**src/rtl/instruction_fetch_pkg.sv**
```systemverilog
// Shared definitions for the fetch stage: word width, bubble encoding, PC step
// and the fetch-state encoding used when IF_HALT_ON_NULL_EN is defined.
`ifndef WORD_WIDTH
`define WORD_WIDTH 32
`endif

package instruction_fetch_pkg;
  localparam int WORD_WIDTH = `WORD_WIDTH;
  localparam logic [WORD_WIDTH-1:0] NOP_INSTR = 32'h0;
  localparam logic [WORD_WIDTH-1:0] PC_STEP = 32'd4;

  typedef enum logic {
    RUN    = 1'b0,
    HALTED = 1'b1
  } fetch_state_e;
endpackage

```
**src/rtl/instruction_fetch_if_id_reg.sv**
```systemverilog
// IF/ID pipeline register: flush beats hold, hold beats load.
import instruction_fetch_pkg::*;

module if_id_reg (
  input  logic                  clk,
  input  logic                  rst,
  input  logic                  hold,
  input  logic                  flush,
  input  logic [WORD_WIDTH-1:0] d_pc,
  input  logic [WORD_WIDTH-1:0] d_instr,
  input  logic                  d_valid,
  output logic [WORD_WIDTH-1:0] q_pc,
  output logic [WORD_WIDTH-1:0] q_instr,
  output logic                  q_valid
);

  logic [WORD_WIDTH-1:0] pc_reg;
  logic [WORD_WIDTH-1:0] instr_reg;
  logic                  valid_reg;

  always_ff @(posedge clk or posedge rst) begin
    if (rst) begin
      pc_reg    <= '0;
      instr_reg <= NOP_INSTR;
      valid_reg <= 1'b0;
    end else if (flush) begin
      pc_reg    <= '0;
      instr_reg <= NOP_INSTR;
      valid_reg <= 1'b0;
    end else if (!hold) begin
      pc_reg    <= d_pc;
      instr_reg <= d_instr;
      valid_reg <= d_valid;
    end
  end

  assign q_pc    = pc_reg;
  assign q_instr = instr_reg;
  assign q_valid = valid_reg;

endmodule

```
**src/rtl/instruction_fetch.sv**
```systemverilog
// Fetch stage: PC register, next-PC selection and IF/ID capture.
// Define IF_HALT_ON_NULL_EN to halt fetch when an all-zero word is read.
import instruction_fetch_pkg::*;

module instruction_fetch #(
  parameter logic [`WORD_WIDTH-1:0] RESET_PC = '0
) (
  input  logic                   clk,
  input  logic                   rst,
  input  logic                   freeze,
  input  logic                   branch_taken,
  input  logic [`WORD_WIDTH-1:0] branch_addr,
  output logic [`WORD_WIDTH-1:0] mem_addr,
  input  logic [`WORD_WIDTH-1:0] mem_instr,
  output logic [`WORD_WIDTH-1:0] if_pc,
  output logic [`WORD_WIDTH-1:0] if_instr,
  output logic                   if_valid,
  output logic                   halted
);

  // PC kept as a word index; the byte PC always has zero low bits.
  logic [WORD_WIDTH-3:0] pc_word_reg;
  logic [WORD_WIDTH-3:0] pc_word_next;
  logic [WORD_WIDTH-1:0] pc_byte;
  logic [WORD_WIDTH-1:0] pc_plus4;
  logic                  fetch_normal;
  logic                  unused_bits;

  assign pc_byte  = {pc_word_reg, 2'b00};
  assign pc_plus4 = pc_byte + PC_STEP;
  assign mem_addr = {2'b00, pc_word_reg};

  assign unused_bits = &{1'b0, branch_addr[1:0], pc_plus4[1:0]};

`ifdef IF_HALT_ON_NULL_EN
  fetch_state_e state_reg;
  fetch_state_e state_next;

  always_ff @(posedge clk or posedge rst) begin
    if (rst) state_reg <= RUN;
    else     state_reg <= state_next;
  end

  always_comb begin
    state_next   = state_reg;
    fetch_normal = 1'b0;
    if (state_reg == RUN) begin
      fetch_normal = (mem_instr != NOP_INSTR);
      if (!branch_taken && !freeze && !fetch_normal) state_next = HALTED;
    end
    if (branch_taken) state_next = RUN;
  end

  assign halted = (state_reg == HALTED);
`else
  assign fetch_normal = 1'b1;
  assign halted       = 1'b0;
`endif

  always_comb begin
    pc_word_next = pc_word_reg;
    if (branch_taken)      pc_word_next = branch_addr[WORD_WIDTH-1:2];
    else if (freeze)       pc_word_next = pc_word_reg;
    else if (fetch_normal) pc_word_next = pc_plus4[WORD_WIDTH-1:2];
  end

  always_ff @(posedge clk or posedge rst) begin
    if (rst) pc_word_reg <= RESET_PC[WORD_WIDTH-1:2];
    else     pc_word_reg <= pc_word_next;
  end

  // A halted fetch loads bubbles into IF/ID instead of the fetched word.
  if_id_reg u_if_id_reg (
    .clk     (clk),
    .rst     (rst),
    .hold    (freeze),
    .flush   (branch_taken),
    .d_pc    (fetch_normal ? pc_plus4 : '0),
    .d_instr (fetch_normal ? mem_instr : NOP_INSTR),
    .d_valid (fetch_normal),
    .q_pc    (if_pc),
    .q_instr (if_instr),
    .q_valid (if_valid)
  );

endmodule

```
**config.mk**
```make
export PLATFORM = sky130hd
export DESIGN_NAME = instruction_fetch
export DESIGN_NICKNAME = d
export VERILOG_FILES = /design/src/rtl/instruction_fetch_pkg.sv /design/src/rtl/instruction_fetch_if_id_reg.sv /design/src/rtl/instruction_fetch.sv
export SDC_FILE = /design/constraint.sdc
export NUM_CORES = 1
export LEC_CHECK = 0
export ABC_AREA = 0
export CAP_MARGIN = 20
export CORE_MARGIN = 2
export CORE_UTILIZATION = 25
export CTS_CLUSTER_DIAMETER = 30
export DETAILED_ROUTE_END_ITERATION = 12
export PLACE_DENSITY_LB_ADDON = 0.05
export SYNTH_ARGS = -nofsm -noshare
export SYNTH_HDL_FRONTEND = slang
export SYNTH_HIERARCHICAL = 1
export SYNTH_SLANG_ARGS = --single-unit
export TNS_END_PERCENT = 50
```
**constraint.sdc**
```tcl
create_clock -name clk -period 3.2 [get_ports clk]
set_clock_uncertainty 0.1 [all_clocks]
set_input_delay 0.48 -clock clk [delete_from_list [all_inputs] [get_ports clk]]
set_output_delay 0.48 -clock clk [all_outputs]
set_load 0.005 [all_outputs]
```
Word-level counts from Yosys, hierarchy flattened:

Cells that the tools add are included.

* register bits after elaboration: 95
* input bits: 68
* output and inout bits: 98
* word-level logic and storage cells: 14

* add/sub/neg operators: 1
* equality and inequality tests: 1
* multiplexer cells: 8

Operator list (count)
* $mux 32: 4
* $mux 30: 2
* $add 32x3->32 const B: 1
* $mux 1: 2
* $ne 2x1->1 const B: 1

Logic depth before layout (Yosys ltp):

* depth after elaboration: 3
* mapped depth: 8
* gate-level depth less buffers: 7

Modules after synthesis:

Netlist, hierarchy kept.

Modules (own cells, without submodules)
* if_id_reg: instances 1, cells each 210, area an instance 2671.3 sq um, sequential area each 1626.6 sq um
* instruction_fetch: instances 1, cells each 285, area an instance 2282.2 sq um, sequential area each 750.7 sq um

Worst setup path before layout:

OpenSTA, ideal clock, no wires.

* kind: register to register
* start: register pc_word_reg[0]
* end: register pc_word_reg[22]
* library setup time: 82 ps
* data arrival time: 2059 ps
* data required time: 3018 ps
* setup slack: 959 ps
* stages on the path, launching flop included: 7
* path buffers: 1
* period minus slack after synthesis: 2241 ps
* path through: dfrtp_1 -> ha_1 -> nand3_1 -> or4_1 -> buf_2 -> or4_1 -> a31oi_1

* longest elaborated chain between the ends: 3

RTL lines
* start, declared: RTL line instruction_fetch.sv:22 `logic [WORD_WIDTH-3:0] pc_word_reg;`
* start signal, assigned: RTL line instruction_fetch.sv:68 `if (rst) pc_word_reg <= RESET_PC[WORD_WIDTH-1:2];`
* start signal, assigned: RTL line instruction_fetch.sv:69 `else pc_word_reg <= pc_word_next;`
* $add 32x3->32: RTL line instruction_fetch.sv:30 `assign pc_plus4 = pc_byte + PC_STEP;`
* $mux 30: RTL line instruction_fetch.sv:63 `else if (freeze) pc_word_next = pc_word_reg;`
* $mux 30: RTL line instruction_fetch.sv:62 `if (branch_taken) pc_word_next = branch_addr[WORD_WIDTH-1:2];`

Every way passes these cells. The select of a mux whose other input is x is not followed.
A chain may end at the register's enable or synchronous reset.

Final worst setup path:

Ends and elaborated chain as after synthesis.

==> out/qor.yml <==
status: "complete, no violations"
worstSkewPairLatency_ns: 0.35
cp_slowest_stage_delay_ns: 0.72
final_nets: 708
wl_um: 15000
synth_top_area_share_pct: 48.0
avgSynthCellArea_sq_um: 10.0
cp.buffers_inverters: 0
fp.dieH_um: 145
drc: 0
fin_setup_tns_ns: 0
syn_inst: 495
vias: 4073
crit_fanout: 9
hold_buffers: 0
slowest_stage: "or4_1"
io_buffers: 160
htree_levels: 3
die-area_sq_um: 21000
grt_first_pass_wirelength_um: 23000
whs_ns: 0.335
critPathLaunchType: "register"
maxSlewViolCount: 0
synth_enable_flop_cells: 0
final_cell_mix: "clkdlybuf4s50_1, dfrtp_1, nor2_1"
antenna_cells: 0
drt-initial-drc-count: 174
clk_pin_slew_ns: 0.07
worst_pin_slew_ns: 0.755
ys.flop_type: "dfrtp_1"
ios: 166
fin_crit_ns: 2.56
cap_violations: 0
ant_nets: 0
die_x_um: 145
critical_path_required_ns: 3.37
grt_overflow: 0
async_flop_share_pct: 100
max_freq_ghz: 0.390
first_global_vias: 4114
drive_above_1_share_pct: 5.12
root_buffer: "clkbuf_16"
hold_class: "in2async"
critical_path.top_delay_family: "simple AND/OR/NAND/NOR gates"
end_kind: "register"
synthToLayoutAreaGrowth_pct: 40.8
rows: 51
arrival_ns: 2.73
routabilityCongestion: 0.753
ys_warn_count: 6
synth_cell_types: 44
tritoncts: "built"
post_cts_buffers: 0
synth_area_sq_um: 4950
ys_ff_latch: 95
numCtsBuffers: 9
start_util_pct: 25.5
antenna_found_initial: 0
clockBufferDepth: 2
dr.pass1.iters: 4
yosysSeqAreaShare_pct: 48.0
final-setup-viol-count: 0
critical_path_class: "reg2reg"
grt_setup_unrepaired: "false"
grt_max_degree: 73
slew_headroom_pct: 49.7
finalHoldViolations: 0
crit_path_cell_trace: "ha_1 -> nand3_1 -> or4_1 -> or4_1 -> a31oi_1"
via_per_inst: 4.48
cts_sinks: 95
grt_usage_pct: 14.5
n_fill_cell: 1963
synthTopCellsByArea: "dfrtp_1, mux2i_1, nor2_1"
core-area_sq_um: 19500
final_common_cell: "clkdlybuf4s50_1"
powerDensity_nw_per_um2: 432
ir_drop_mv: 0.245
cp_common_cell: "or4_1"
period_share_pct: 80.1
drt-wirelength-per-cell_um: 16.5
leakage_nw: 2.97
yosysTopAreaCell: "dfrtp_1"
post_cts_resize_count: 0
dp.final_hpwl_um: 10600
-- per-stage QoR --
step | setup WS [ns] | cells | util (%) | total power (W) | instance area (sq um)
finish | 0.638 | 909 | 35.8 | 0.00302 | 6970
global route | 0.448 | 909 | 35.8 | 0.00319 | 6970
CTS | 0.630 | 909 | 35.8 | 0.00308 | 6970
detailed placement | 0.648 | 893 | 34.4 | 0.00201 | 6700
global placement | 0.679 | 893 | 34.4 | 0.00200 | 6700
floorplan | 0.959 | 499 | - | 0.00167 | 4970
-- worst reg2reg max path, cell delays in order (launching register included) --
cell and delay, ns:
dfrtp_1 0.48, ha_1 0.26, nand3_1 0.22, or4_1 0.72
or4_1 0.53, a31oi_1 0.17
-- path summary, 6_finish.rpt --
check,start,to,slack (ns),cells past startpoint
worst min-delay path,rst,u_if_id_reg/q_pc[5]$_DFFE_PP0P_,0.33,2
max in group asynchronous,rst,u_if_id_reg/q_instr[25]$_DFFE_PP0P_,1.99,3
worst max-delay path,pc_word_reg[0]$_DFFE_PP0P_,pc_word_reg[22]$_DFFE_PP0P_,0.64,5
worst max register to register,pc_word_reg[0]$_DFFE_PP0P_,pc_word_reg[22]$_DFFE_PP0P_,0.64,5
worst min register to register,u_if_id_reg/q_instr[3]$_DFFE_PP0P_,u_if_id_reg/q_instr[3]$_DFFE_PP0P_,0.42,2
min in group clk,u_if_id_reg/q_instr[3]$_DFFE_PP0P_,u_if_id_reg/q_instr[3]$_DFFE_PP0P_,0.42,2
-- layer usage --
layer	global-route usage [%]	vias to the layer above	share of wire, %
met5	0	-	0
li1	-	1985	-
met2	23.8	114	48
met4	5.16	0	1.6
met3	3.69	15	6.1
met1	18.5	1959	44
-- synth_stat cells, drive strengths merged, types with 2 or more instances --
| cell | number |
|---|---|
| a211o | 4 |
| a31o | 2 |
| a31oi | 5 |
| and2 | 2 |
| and4 | 6 |
| buf | 20 |
| clkbuf | 19 |
| conb | 2 |
| dfrtp | 95 |
| inv | 10 |
| mux2i | 66 |
| nand2 | 39 |
| nand3 | 24 |
| nand4 | 19 |
| nand4b | 2 |
| nor2 | 84 |
| nor2b | 2 |
| nor3 | 9 |
| nor4 | 6 |
| o211ai | 3 |
| o21ai | 16 |
| o31ai | 2 |
| or4 | 6 |
| xnor2 | 29 |
| xor2 | 13 |
-- logic make-up (layout without fill, tap and decap cells) --
kind of cell,count (synthesis),after routing,share of synthesized area (%)
buffers and inverters,50,195,6.04
adders and majority gates,1,1,0.253
other,2,6,0.152
muxes,66,66,13.3
xor gates and xnor gates,42,42,7.43
DFF,95,95,48.0
and+or+nand+nor,204,204,20.2
AOI/OAI and AO/OA,35,35,4.65
-- power by group --
group          total (W)  internal [W]  switching (W)
clock            0.00104      0.000536       0.000508
sequential       0.00140       0.00129       0.000116
combinational   0.000569      0.000335       0.000234
total            0.00302       0.00216       0.000857
-- layout make-up --
type	count	area, sq um	area share [%]
clock inverters	5	42.5	0.610
multi-input cells	354	2290	32.9
well taps	265	332	4.75
clock buffers	11	233	3.34
inverters	11	41.3	0.592
repair buffers	168	1660	23.8
flip-flops and latches	95	2380	34.1
No activity file was read; power rests on OpenSTA's default activity.
